### src/rtl/ctrl_pkg.sv
// ctrl_pkg: shared definitions for the decode stage.
//   - RISC-V major opcodes and funct7 patterns recognised by the decoder
//   - alu_op encodings (identical to the RV funct3 of OP/OP-IMM)
//   - ctrl_t: packed control bundle carried alongside each instruction
//   - imm_fmt_e + imm_gen(): 32-bit immediate extraction per instruction format
package ctrl_pkg;

    localparam logic [6:0] OPC_LUI       = 7'b0110111;
    localparam logic [6:0] OPC_AUIPC     = 7'b0010111;
    localparam logic [6:0] OPC_JAL       = 7'b1101111;
    localparam logic [6:0] OPC_JALR      = 7'b1100111;
    localparam logic [6:0] OPC_BRANCH    = 7'b1100011;
    localparam logic [6:0] OPC_LOAD      = 7'b0000011;
    localparam logic [6:0] OPC_STORE     = 7'b0100011;
    localparam logic [6:0] OPC_OP_IMM    = 7'b0010011;
    localparam logic [6:0] OPC_OP        = 7'b0110011;
    localparam logic [6:0] OPC_OP_IMM_32 = 7'b0011011;
    localparam logic [6:0] OPC_OP_32     = 7'b0111011;

    localparam logic [6:0] F7_BASE   = 7'b0000000;
    localparam logic [6:0] F7_ALT    = 7'b0100000;
    localparam logic [6:0] F7_MULDIV = 7'b0000001;

    localparam logic [2:0] ALU_ADD  = 3'b000;
    localparam logic [2:0] ALU_SLL  = 3'b001;
    localparam logic [2:0] ALU_SLT  = 3'b010;
    localparam logic [2:0] ALU_SLTU = 3'b011;
    localparam logic [2:0] ALU_XOR  = 3'b100;
    localparam logic [2:0] ALU_SR   = 3'b101;
    localparam logic [2:0] ALU_OR   = 3'b110;
    localparam logic [2:0] ALU_AND  = 3'b111;

    typedef enum logic [2:0] {
        FMT_R, FMT_I, FMT_S, FMT_B, FMT_U, FMT_J
    } imm_fmt_e;

    typedef struct packed {
        logic [2:0] alu_op;
        logic       alu_imm;
        logic       alu_sub;
        logic       alu_sra;
        logic       rd_w;
        logic       ld_upper;
        logic       add_pc;
        logic       jmp_reg;
        logic       is_branch;
        logic       is_jmp;
        logic       is_load;
        logic       is_store;
        logic       is_mul;
        logic       is_word;
        logic       illegal;
    } ctrl_t;

    // Immediate as a sign-correct 32-bit value; the caller widens to XLEN.
    function automatic logic [31:0] imm_gen(input logic [31:0] inst, input imm_fmt_e fmt);
        logic [31:0] imm;
        imm = 32'b0;
        case (fmt)
            FMT_I:   imm = {{20{inst[31]}}, inst[31:20]};
            FMT_S:   imm = {{20{inst[31]}}, inst[31:25], inst[11:7]};
            FMT_B:   imm = {{19{inst[31]}}, inst[31], inst[7], inst[30:25], inst[11:8], 1'b0};
            FMT_U:   imm = {inst[31:12], 12'b0};
            FMT_J:   imm = {{11{inst[31]}}, inst[31], inst[19:12], inst[20], inst[30:21], 1'b0};
            default: imm = 32'b0;
        endcase
        return imm;
    endfunction

endpackage

### src/rtl/ctrl_decode.sv
// ctrl_decode: purely combinational RISC-V instruction decoder.
//   i_inst  : raw 32-bit instruction word
//   o_ctrl  : control bundle (illegal=1 with all else 0 when unrecognised)
//   o_rd/o_rs1/o_rs2 : raw register index fields
//   o_imm   : sign-extended immediate for the format, 0 for R-type/illegal
// XLEN=64 enables the RV64I *W ops and LD/LWU/SD; EN_M enables MUL/DIV.
module ctrl_decode
    import ctrl_pkg::*;
#(
    parameter int XLEN = 32,
    parameter bit EN_M = 1'b0
) (
    input  logic [31:0]     i_inst,
    output ctrl_t           o_ctrl,
    output logic [4:0]      o_rd,
    output logic [4:0]      o_rs1,
    output logic [4:0]      o_rs2,
    output logic [XLEN-1:0] o_imm
);

    localparam bit RV64 = (XLEN == 64);

    logic [6:0]  w_opcode;
    logic [2:0]  w_f3;
    logic [6:0]  w_f7;
    logic        w_shift_base;
    logic        w_shift_alt;
    logic        w_legal;
    imm_fmt_e    w_fmt;
    ctrl_t       w_ctrl;
    logic [31:0] w_imm32;

    assign w_opcode = i_inst[6:0];
    assign w_f3     = i_inst[14:12];
    assign w_f7     = i_inst[31:25];

    // Immediate shifts: RV64 uses a 6-bit shamt, so only inst[31:26] is the funct field.
    assign w_shift_base = RV64 ? (i_inst[31:26] == 6'b000000) : (w_f7 == F7_BASE);
    assign w_shift_alt  = RV64 ? (i_inst[31:26] == 6'b010000) : (w_f7 == F7_ALT);

    always_comb begin
        w_ctrl  = '0;
        w_fmt   = FMT_R;
        w_legal = 1'b0;
        if (i_inst[1:0] == 2'b11) begin
            case (w_opcode)
                OPC_LUI: begin
                    w_legal = 1'b1;
                    w_ctrl.rd_w = 1'b1;
                    w_ctrl.ld_upper = 1'b1;
                    w_fmt = FMT_U;
                end
                OPC_AUIPC: begin
                    w_legal = 1'b1;
                    w_ctrl.rd_w = 1'b1;
                    w_ctrl.add_pc = 1'b1;
                    w_fmt = FMT_U;
                end
                OPC_JAL: begin
                    w_legal = 1'b1;
                    w_ctrl.rd_w = 1'b1;
                    w_ctrl.is_jmp = 1'b1;
                    w_fmt = FMT_J;
                end
                OPC_JALR: begin
                    w_legal = (w_f3 == 3'b000);
                    w_ctrl.rd_w = 1'b1;
                    w_ctrl.is_jmp = 1'b1;
                    w_ctrl.jmp_reg = 1'b1;
                    w_ctrl.alu_imm = 1'b1;
                    w_fmt = FMT_I;
                end
                OPC_BRANCH: begin
                    w_legal = (w_f3 != 3'b010) && (w_f3 != 3'b011);
                    w_ctrl.is_branch = 1'b1;
                    w_fmt = FMT_B;
                end
                OPC_LOAD: begin
                    // LD (011) and LWU (110) exist only on RV64; 111 never.
                    w_legal = (w_f3 != 3'b111) && (RV64 || ((w_f3 != 3'b011) && (w_f3 != 3'b110)));
                    w_ctrl.rd_w = 1'b1;
                    w_ctrl.alu_imm = 1'b1;
                    w_ctrl.is_load = 1'b1;
                    w_fmt = FMT_I;
                end
                OPC_STORE: begin
                    w_legal = (w_f3 == 3'b000) || (w_f3 == 3'b001) || (w_f3 == 3'b010) ||
                              (RV64 && (w_f3 == 3'b011));
                    w_ctrl.alu_imm = 1'b1;
                    w_ctrl.is_store = 1'b1;
                    w_fmt = FMT_S;
                end
                OPC_OP_IMM: begin
                    case (w_f3)
                        ALU_SLL: w_legal = w_shift_base;
                        ALU_SR:  w_legal = w_shift_base || w_shift_alt;
                        default: w_legal = 1'b1;
                    endcase
                    w_ctrl.alu_op = w_f3;
                    w_ctrl.alu_imm = 1'b1;
                    w_ctrl.rd_w = 1'b1;
                    w_ctrl.alu_sra = (w_f3 == ALU_SR) && w_shift_alt;
                    w_fmt = FMT_I;
                end
                OPC_OP: begin
                    w_ctrl.alu_op = w_f3;
                    w_ctrl.rd_w = 1'b1;
                    if (w_f7 == F7_BASE) begin
                        w_legal = 1'b1;
                    end else if (w_f7 == F7_ALT) begin
                        w_legal = (w_f3 == ALU_ADD) || (w_f3 == ALU_SR);
                        w_ctrl.alu_sub = (w_f3 == ALU_ADD);
                        w_ctrl.alu_sra = (w_f3 == ALU_SR);
                    end else if (w_f7 == F7_MULDIV) begin
                        w_legal = EN_M;
                        w_ctrl.is_mul = 1'b1;
                    end
                end
                OPC_OP_IMM_32: begin
                    case (w_f3)
                        ALU_ADD: w_legal = RV64;
                        ALU_SLL: w_legal = RV64 && (w_f7 == F7_BASE);
                        ALU_SR:  w_legal = RV64 && ((w_f7 == F7_BASE) || (w_f7 == F7_ALT));
                        default: w_legal = 1'b0;
                    endcase
                    w_ctrl.alu_op = w_f3;
                    w_ctrl.alu_imm = 1'b1;
                    w_ctrl.rd_w = 1'b1;
                    w_ctrl.is_word = 1'b1;
                    w_ctrl.alu_sra = (w_f3 == ALU_SR) && (w_f7 == F7_ALT);
                    w_fmt = FMT_I;
                end
                OPC_OP_32: begin
                    w_ctrl.alu_op = w_f3;
                    w_ctrl.rd_w = 1'b1;
                    w_ctrl.is_word = 1'b1;
                    if (w_f7 == F7_BASE) begin
                        w_legal = RV64 && ((w_f3 == ALU_ADD) || (w_f3 == ALU_SLL) || (w_f3 == ALU_SR));
                    end else if (w_f7 == F7_ALT) begin
                        w_legal = RV64 && ((w_f3 == ALU_ADD) || (w_f3 == ALU_SR));
                        w_ctrl.alu_sub = (w_f3 == ALU_ADD);
                        w_ctrl.alu_sra = (w_f3 == ALU_SR);
                    end else if (w_f7 == F7_MULDIV) begin
                        // MULW, DIVW, DIVUW, REMW, REMUW
                        w_legal = RV64 && EN_M && (w_f3 != 3'b001) && (w_f3 != 3'b010) && (w_f3 != 3'b011);
                        w_ctrl.is_mul = 1'b1;
                    end
                end
                default: w_legal = 1'b0;
            endcase
        end
        // Anything not positively recognised collapses to a bare illegal flag.
        if (!w_legal) begin
            w_ctrl = '0;
            w_ctrl.illegal = 1'b1;
            w_fmt = FMT_R;
        end
    end

    assign w_imm32 = imm_gen(i_inst, w_fmt);

    assign o_ctrl = w_ctrl;
    assign o_rd   = i_inst[11:7];
    assign o_rs1  = i_inst[19:15];
    assign o_rs2  = i_inst[24:20];
    assign o_imm  = XLEN'($signed(w_imm32));

endmodule

### src/rtl/decode_stage.sv
// decode_stage: pipeline decode stage with a two-entry (output + skid) buffer.
//   clk, rst       : clock, synchronous active-high reset
//   flush          : drop both buffered bundles and any incoming instruction
//   in_valid/in_ready/in_inst/in_pc : upstream handshake and instruction
//   out_valid/out_ready             : downstream handshake
//   out_pc/out_ctrl/out_rd/out_rs1/out_rs2/out_imm : decoded bundle
// in_ready is registered and equals "skid register empty".
module decode_stage
    import ctrl_pkg::*;
#(
    parameter int XLEN = 32,
    parameter bit EN_M = 1'b0
) (
    input  logic            clk,
    input  logic            rst,
    input  logic            flush,
    input  logic            in_valid,
    output logic            in_ready,
    input  logic [31:0]     in_inst,
    input  logic [XLEN-1:0] in_pc,
    output logic            out_valid,
    input  logic            out_ready,
    output logic [XLEN-1:0] out_pc,
    output ctrl_t           out_ctrl,
    output logic [4:0]      out_rd,
    output logic [4:0]      out_rs1,
    output logic [4:0]      out_rs2,
    output logic [XLEN-1:0] out_imm
);

    localparam int CW = $bits(ctrl_t);
    localparam int BW = 2 * XLEN + 15 + CW;

    ctrl_t           w_ctrl;
    logic [4:0]      w_rd;
    logic [4:0]      w_rs1;
    logic [4:0]      w_rs2;
    logic [XLEN-1:0] w_imm;
    logic [BW-1:0]   w_in_bundle;

    ctrl_decode #(
        .XLEN (XLEN),
        .EN_M (EN_M)
    ) u_ctrl_decode (
        .i_inst (in_inst),
        .o_ctrl (w_ctrl),
        .o_rd   (w_rd),
        .o_rs1  (w_rs1),
        .o_rs2  (w_rs2),
        .o_imm  (w_imm)
    );

    assign w_in_bundle = {in_pc, w_imm, w_rd, w_rs1, w_rs2, w_ctrl};

    logic          r_out_valid;
    logic          r_skid_valid;
    logic          r_in_ready;
    logic [BW-1:0] r_out_bundle;
    logic [BW-1:0] r_skid_bundle;

    logic          w_accept;
    logic          w_drain;
    logic          w_out_valid_next;
    logic          w_skid_valid_next;
    logic [BW-1:0] w_out_bundle_next;
    logic [BW-1:0] w_skid_bundle_next;

    assign w_accept = in_valid && r_in_ready;
    assign w_drain  = r_out_valid && out_ready;

    always_comb begin
        w_out_valid_next   = r_out_valid;
        w_skid_valid_next  = r_skid_valid;
        w_out_bundle_next  = r_out_bundle;
        w_skid_bundle_next = r_skid_bundle;
        if (!r_out_valid || w_drain) begin
            // Output register is free this edge: the older skid entry wins,
            // otherwise take the incoming instruction directly.
            if (r_skid_valid) begin
                w_out_bundle_next = r_skid_bundle;
                w_out_valid_next  = 1'b1;
                w_skid_valid_next = 1'b0;
            end else if (w_accept) begin
                w_out_bundle_next = w_in_bundle;
                w_out_valid_next  = 1'b1;
            end else begin
                w_out_valid_next  = 1'b0;
            end
        end else if (w_accept) begin
            // Output stalled: park the new bundle in the skid register.
            w_skid_bundle_next = w_in_bundle;
            w_skid_valid_next  = 1'b1;
        end
    end

    always_ff @(posedge clk) begin
        if (rst || flush) begin
            r_out_valid   <= 1'b0;
            r_skid_valid  <= 1'b0;
            r_in_ready    <= 1'b1;
            r_out_bundle  <= '0;
            r_skid_bundle <= '0;
        end else begin
            r_out_valid   <= w_out_valid_next;
            r_skid_valid  <= w_skid_valid_next;
            r_in_ready    <= !w_skid_valid_next;
            r_out_bundle  <= w_out_bundle_next;
            r_skid_bundle <= w_skid_bundle_next;
        end
    end

    assign in_ready  = r_in_ready;
    assign out_valid = r_out_valid;
    assign {out_pc, out_imm, out_rd, out_rs1, out_rs2, out_ctrl} = r_out_bundle;

endmodule
### config.mk
export PLATFORM = sky130hd
export DESIGN_NAME = decode_stage
export DESIGN_NICKNAME = d
export VERILOG_FILES = /design/src/rtl/ctrl_pkg.sv /design/src/rtl/ctrl_decode.sv /design/src/rtl/decode_stage.sv
export SDC_FILE = /design/constraint.sdc
export NUM_CORES = 1
export LEC_CHECK = 0
export ABC_CLOCK_PERIOD_IN_PS = 4500
export CAP_MARGIN = 20
export CELL_PAD_IN_SITES_DETAIL_PLACEMENT = 1
export CELL_PAD_IN_SITES_GLOBAL_PLACEMENT = 2
export CORE_MARGIN = 2
export CORE_UTILIZATION = 32
export DETAILED_ROUTE_END_ITERATION = 10
export GPL_TIMING_DRIVEN = 0
export PLACE_DENSITY_LB_ADDON = 0.1
export SYNTH_ARGS = -nofsm -noshare
export SYNTH_HDL_FRONTEND = slang
export SYNTH_SLANG_ARGS = --single-unit
### constraint.sdc
create_clock -name clk -period 4.5 [get_ports clk]
set_clock_uncertainty 0.1 [all_clocks]
set_input_delay 0.9 -clock clk [delete_from_list [all_inputs] [get_ports clk]]
set_output_delay 0.9 -clock clk [all_outputs]
set_load 0.01 [all_outputs]
======== Word-level counts from Yosys, hierarchy flattened ========
Index checks and enable logic that the tools add are counted.
storage, ports and cells
  output and inout bits ................... 98
  input port bits ......................... 69
  flip-flop bits (word level) ............. 195
cells by class
  equality and inequality tests ........... 26
  muxes and demuxes ....................... 36
  reduce and logical (&&, ||, !) cells .... 29
  bitwise operators ....................... 1
operator list
  kind                                                                     count
  96-bit 2-to-1 mux                                                        2
  32-bit case mux with 5 select lines                                      1
  7-bit by 6-bit == test with 1-bit output, second input constant          5
  1-bit 2-to-1 mux                                                         22
  7-bit by 5-bit == test with 1-bit output, second input constant          3
  7-bit == test, second input constant                                     3
  17-bit 2-to-1 mux                                                        1
  16-bit 2-to-1 mux                                                        1
  3-bit case mux with 5 select lines                                       1
  2-bit OR reduction                                                       5
  3-bit by 2-bit == test with 1-bit output, second input constant          3
  3-bit == test, second input constant                                     3
  3-bit 2-to-1 mux                                                         3
  9-bit OR reduction                                                       1
  4-bit OR reduction                                                       2
  7-bit by 1-bit == test with 1-bit output, second input constant          1
  7-bit by 2-bit == test with 1-bit output, second input constant          1
  7-bit zero test                                                          1
  1-bit case mux with 7 select lines                                       1
  3-bit by 1-bit == test with 1-bit output, second input constant          2
  1-bit logical AND                                                        6
  1-bit logical OR                                                         6
  3-bit by 2-bit inequality test with 1-bit output, second input constant  2
  3-bit inequality test, second input constant                             2
  other kinds (10)                                                         14

======== Depth between registers and ports, before layout ========
  word-level depth ........................ 11
  depth in mapped cells ................... 9
  mapped depth without buffers ............ 6

======== Cells and area by module ========
From an unflattened synthesis, not the netlist that was laid out.
second synthesis, totals
  cells, all modules ...................... 1045
  area total of the unflattened synthesis .. 8948.6 um^2
by module, submodules not included
  module        cells each  instances  sequential area each (um^2)  area an instance (um^2)
  decode_stage  868         1          3903.7                       7923.8
  ctrl_decode   177         1          0.0                          1024.7

======== Worst setup path after synthesis ========
No wires, ideal clock.
  path kind ............................... input-to-reg
  start point ............................. input in_inst[3]
  end point ............................... register r_skid_bundle[34]
  slack ................................... 1.924 ns
  stages on the path ...................... 8
  library setup time ...................... 0.070 ns
  arrival ................................. 2.406 ns
  buffers on the path ..................... 2
  required time ........................... 4.330 ns
  cell sequence ........................... buf_6 or3b_4 a211oi_4 a41oi_2 nand2_2 buf_6 a41oi_2 a21oi_1
on the way
  cells in the longest elaborated chain, start to end .. 7
RTL lines
  element                                                                                          line                 RTL
  from (decl)                                                                                      decode_stage.sv:19   input logic [31:0] in_inst,
  7-bit == test (tied with other cells)                                                            ctrl_decode.sv:46    case (w_opcode)
  4-bit OR reduction (no line) (tied with other cells)                                             --
  3-bit case mux with 5 select lines / 1-bit case mux with 7 select lines (equally long branches)  ctrl_decode.sv:46
  3-bit 2-to-1 mux / 1-bit 2-to-1 mux (equally long branches)                                      ctrl_decode.sv:45    if (i_inst[1:0] == 2'b11) begin
  3-bit 2-to-1 mux (*)                                                                             ctrl_decode.sv:153   if (!w_legal) begin
  3-bit == test (tied with other cells)                                                            ctrl_pkg.sv:59       case (fmt)
  32-bit case mux with 5 select lines (*)                                                          ctrl_pkg.sv:59
  to (signal assigned)                                                                             decode_stage.sv:108  r_skid_bundle <= w_skid_bundle_next;
  to (decl)                                                                                        decode_stage.sv:59   logic [BW-1:0] r_skid_bundle;
Every way passes the cells marked *; elsewhere a longest branch is shown, timed or not.
A chain may end at the register's enable or synchronous reset.

======== Final worst setup path ========
  start point ............................. input in_valid
  end point ............................... register r_out_bundle[13]
on the way
  cells in the longest elaborated chain, start to end .. 3
RTL lines
  element                        line                 RTL
  from (decl)                    decode_stage.sv:17   input logic in_valid,
  1-bit logical AND              decode_stage.sv:68   assign w_accept = in_valid && r_in_ready;
  2-bit nonzero test (no line)   --
  2-bit AND reduction (no line)  --
  to (signal assigned)           decode_stage.sv:107  r_out_bundle <= w_out_bundle_next;
  to (decl)                      decode_stage.sv:58   logic [BW-1:0] r_out_bundle;
No other way between the ends.

==> out/results.env <==
CP-START-KIND='input pin'
SYNTH-COMPOUND-AREA-SHARE=0.224
POST-ROUTE-WORST-SETUP-SLACK_PS=981
XOR_XNOR_SHARE_OF_THE_SYNTHESIZED_AREA=0
MAXCLOCKFREQUENCY_MHz=284
WORST-ENDPOINT-ARRIVAL_PS=3770
SYNTH-WARNING-COUNT=0
COMBINATIONAL_FAMILY_WITH_THE_MOST_AREA_AFTER_SYNTHESIS='compound AO/OA/AOI/OAI gates'
FINISH.CELL_COUNT_WITHOUT_FILLERS=1512
COUNT_OF_UNIQUE_LIBRARY_CELLS_INSTANTIATED_BY_YOSYS=51
WORSTREG2REGSTART='r_skid_valid'
STD_CELL_ROWS=58
WORSTSKEWPAIRLATENCY_PS=430
DP_HPWL_UM=22300
DIE_AREA_SQ_MM=0.0271
FINAL_NETS=1237
ROUTED_WL_UM=30200
TOTAL_NUMBER_OF_VIAS=7843
POST_ROUTE_CELLS_DRIVE_ABOVE_1_SHARE=0.0517
AVGSYNTHCELLAREA_SQ_UM=8.39
GRT_START_MAX_NET_PINS=21
YS_SEQ_ELEMENTS=195
CTSROOTBUFFERMASTER='sky130_fd_sc_hd__clkbuf_16'
FINAL_DESIGN_AREA_NO_FILL_SQ_MM=0.0109
GRTUSAGEMET2=0.369
BUFFER_PORTS.INSERTED=164
VDD.IR_DROP.WORST_uV=213
CTS_TREE='built'
HOLD_CLASS='reg -> reg'
ASYNC_RESET_FF_FRAC=0
DRT-VIAS-PER-INSTANCE=5.19
POST-ROUTE-DRC-COUNT=0
GLOBALROUTEMET3UTIL=0.0299
NUMCTSBUFFERS=17
CRITPATHREQUIREDTIME_PS=4750
FINAL_ANTENNA_NET_COUNT=0
SYNTHCELLS=985
FILLERINSTANCES=3006
PWR_DENSITY_CELL_mW_PER_MM2=343
SLEW_VIOLATIONS=0
SYNTHESIS.AREA_SQ_MM=0.00826
MIN-DELAY-START='r_skid_bundle[22]'
HOLD-PATH-CELL-COUNT=2
CRIT_FANOUT=10
SETUP_VIOL=0
PLACED_CELLS=1479
MAX_SLEW_MARGIN=0.421
CRIT-REG2REG-CAPTURE='r_out_bundle[13]'
VIA_COUNT_OF_THE_FIRST_GLOBAL_ROUTING_PASS=7924
WIRE_LENGTH_OF_THE_FIRST_GLOBAL_ROUTING_PASS_UM=45900
REG2REG_DEPTH=7
YOSYSSEQAREASHARE=0.472
GLOBAL_ROUTE.PEAK_USAGE_LAYER='met2'
CELL_AREA_REPORTED_AFTER_DETAILED_PLACEMENT_SQ_MM=0.0103
POSTSYNTH.TOPFLOPCELL='sky130_fd_sc_hd__dfxtp_1'
RUN_STATUS='finished, final reports clean'
TIMING_WORST_SETUP_PATH_TYPE='in -> reg'
CTS.CLK_SLEW.WORST_PATHS_PS=80
CTS-RESIZED-GATES=0
HOLD_VIOLATIONS=0
RRSETUPSLACK_PS=1420
FIN_SETUP_TNS_PS=0
GRT.OVERFLOW.TOTAL=0
PLACE_WORST_SETUP_SLACK_PS=535
MOSTFREQUENTLAYOUTCELLS='sky130_fd_sc_hd__dfxtp_1 (195), sky130_fd_sc_hd__clkdlybuf4s50_1 (164), sky130_fd_sc_hd__nand2_1 (155), sky130_fd_sc_hd__a21oi_1 (132), sky130_fd_sc_hd__clkbuf_1 (80)'
FIN_WORST_HOLD_SLACK_PS=358
MAXCAPVIOLCOUNT=0
PERIOD_NEEDED_PS=3520
CTS-HOLD-FIX-BUFFERS=0
HOLD_PATH_END='r_skid_bundle[22]'
INITIAL_UTILIZATION=0.327
ANTENNA_VIOLATIONS_BEFORE_REPAIR=1
ADDER_CELL_AREA_SHARE_OF_THE_YOSYS_NETLIST=0
POST_DRT_WL_PER_CELL_UM=19.9
H-TREE-DEPTH=4
RSZ0062_AT_GRT='no'
GRT_USE_TOTAL=0.223
YOSYS-MUX-AREA-FRACTION=0.0618
SYNTHESIZED_NET_COUNT=1054
PLACEABLECOREAREA_SQ_MM=0.0253
WORSTSETUPENDPOINTTYPE='register'
MET1_DEMAND_TO_CAPACITY_SHARE_IN_GLOBAL_ROUTING=0.308
SYNTH_ENABLE_FLOP_CELLS=0
CLOCK-SINKS=195
POST_CTS.REPAIR.SETUP_BUFFERS=0
DIE_HEIGHT_UM=165
CTS_MAX_PATH_BUFFERS=2
BOUNDARYPINS=167
LAYOUT_COMMONEST_CELL='sky130_fd_sc_hd__dfxtp_1'
TIMING.FINAL.CRIT_SHARE=0.782
GPL.FINAL_WEIGHTED_CONGESTION=0.885
POST_SYNTH_AND_OR_NAND_NOR_AREA_FRACTION=0.191
TIGHTESTPINTRANSITION_PS=869
FLOW.AREA_GROWTH_FROM_SYNTHESIS_PCT=32.2
DRT-PASS1-ITER-COUNT=5
CHIP_WIDTH_UM=165
P_LEAK_uW=0.00345
DETAIL_ROUTE.ITER0.VIOLATIONS=389
==> synth_stat cells, types with 2 or more instances <==
cell type / number / area (sq um)
sky130_fd_sc_hd__dfxtp_1: 195 / 3900
sky130_fd_sc_hd__nand2_1: 155 / 582
sky130_fd_sc_hd__a21oi_1: 132 / 661
sky130_fd_sc_hd__clkbuf_1: 79 / 297
sky130_fd_sc_hd__nor2_1: 77 / 289
sky130_fd_sc_hd__a211oi_1: 51 / 383
sky130_fd_sc_hd__mux2i_1: 51 / 510
sky130_fd_sc_hd__o21ai_0: 43 / 215
sky130_fd_sc_hd__nand3b_1: 27 / 203
sky130_fd_sc_hd__o211ai_1: 27 / 203
sky130_fd_sc_hd__nand3_1: 23 / 115
sky130_fd_sc_hd__a31oi_1: 18 / 113
sky130_fd_sc_hd__nand4_1: 17 / 106
sky130_fd_sc_hd__inv_1: 8 / 30.0
sky130_fd_sc_hd__buf_2: 7 / 35.0
sky130_fd_sc_hd__nor3_1: 7 / 35.0
sky130_fd_sc_hd__and3_1: 6 / 37.5
sky130_fd_sc_hd__buf_1: 5 / 18.8
sky130_fd_sc_hd__nand4b_1: 5 / 43.8
sky130_fd_sc_hd__a41oi_2: 4 / 65.1
sky130_fd_sc_hd__and2_1: 4 / 25.0
sky130_fd_sc_hd__or2_2: 4 / 25.0
sky130_fd_sc_hd__nand2b_1: 3 / 18.8
sky130_fd_sc_hd__nor2b_1: 3 / 18.8
sky130_fd_sc_hd__o21a_1: 3 / 22.5
sky130_fd_sc_hd__a21oi_2: 2 / 17.5
sky130_fd_sc_hd__a22oi_1: 2 / 15.0
sky130_fd_sc_hd__buf_4: 2 / 15.0
sky130_fd_sc_hd__buf_6: 2 / 22.5
sky130_fd_sc_hd__nor4_1: 2 / 12.5
==> area by class of cell <==
class / count / area, sq um / area share
antenna: 1 / 2.50 / 0.000229
buffer: 95 / 388 / 0.0355
clock buffer: 19 / 443 / 0.0405
clock inverter: 13 / 159 / 0.0145
inverter: 8 / 30.0 / 0.00275
multi-input combinational: 687 / 3940 / 0.361
sequential: 195 / 3900 / 0.357
tap: 330 / 413 / 0.0378
timing repair buffer: 164 / 1640 / 0.150
==> metal layers <==
metal	vias to the layer above	share of wire
li1	3860	-
met5	-	0
met2	186	0.46
met3	22	0.039
met4	0	0.012
met1	3775	0.49
==> logic make-up after synthesis <==
logic type      after synthesis
compound gates              295
simple gates                341
mux                          51
buf+inv                     103
flops                       195
==> sequential cells by signal, summed over array words and instances (netlist names) <==
signal         cells
r_skid_valid       1
in_ready           1
out_valid          1
r_out_bundle      96
r_skid_bundle     96
==> how the worst max path moves through the flow <==
stage / startpoint / endpoint / slack, ps / cells past startpoint
finish: in_valid / r_out_bundle[13] / 980 / 7
global placement: in_valid / r_out_bundle[10] / 570 / 7
detailed placement: in_valid / r_out_bundle[13] / 540 / 7
global route: in_valid / r_out_bundle[13] / 840 / 7
CTS: in_valid / r_out_bundle[13] / 1030 / 7
floorplan: in_inst[3] / r_skid_bundle[34] / 1920 / 8
==> stage by stage <==
| step | total power, uW | utilization |
|---|---|---|
| 6_report | 3740 | 0.433 |
| 5_1_grt | 3890 | 0.433 |
| 4_1_cts | 3790 | 0.432 |
| 3_5_place_dp | 2230 | 0.409 |
| 3_3_place_gp | 2230 | 0.409 |
| 2_1_floorplan | 2000 | - |
==> critical path, cell delays in order <==
cell and delay [ps]:
sky130_fd_sc_hd__clkdlybuf4s50_1 510, sky130_fd_sc_hd__a21oi_1 140, sky130_fd_sc_hd__nor2_1 590, sky130_fd_sc_hd__clkbuf_1 720, sky130_fd_sc_hd__clkbuf_1 560, sky130_fd_sc_hd__o21ai_0 160
sky130_fd_sc_hd__a21oi_1 180
==> power breakdown <==
group | internal [uW] | switching [uW] | total (uW) | leakage [uW]
clock | 768 | 787 | 1560 | 0.000291
combinational | 171 | 239 | 409 | 0.00158
sequential | 1760 | 19.3 | 1780 | 0.00158
Note: power is estimated with default switching activity, not from simulation.
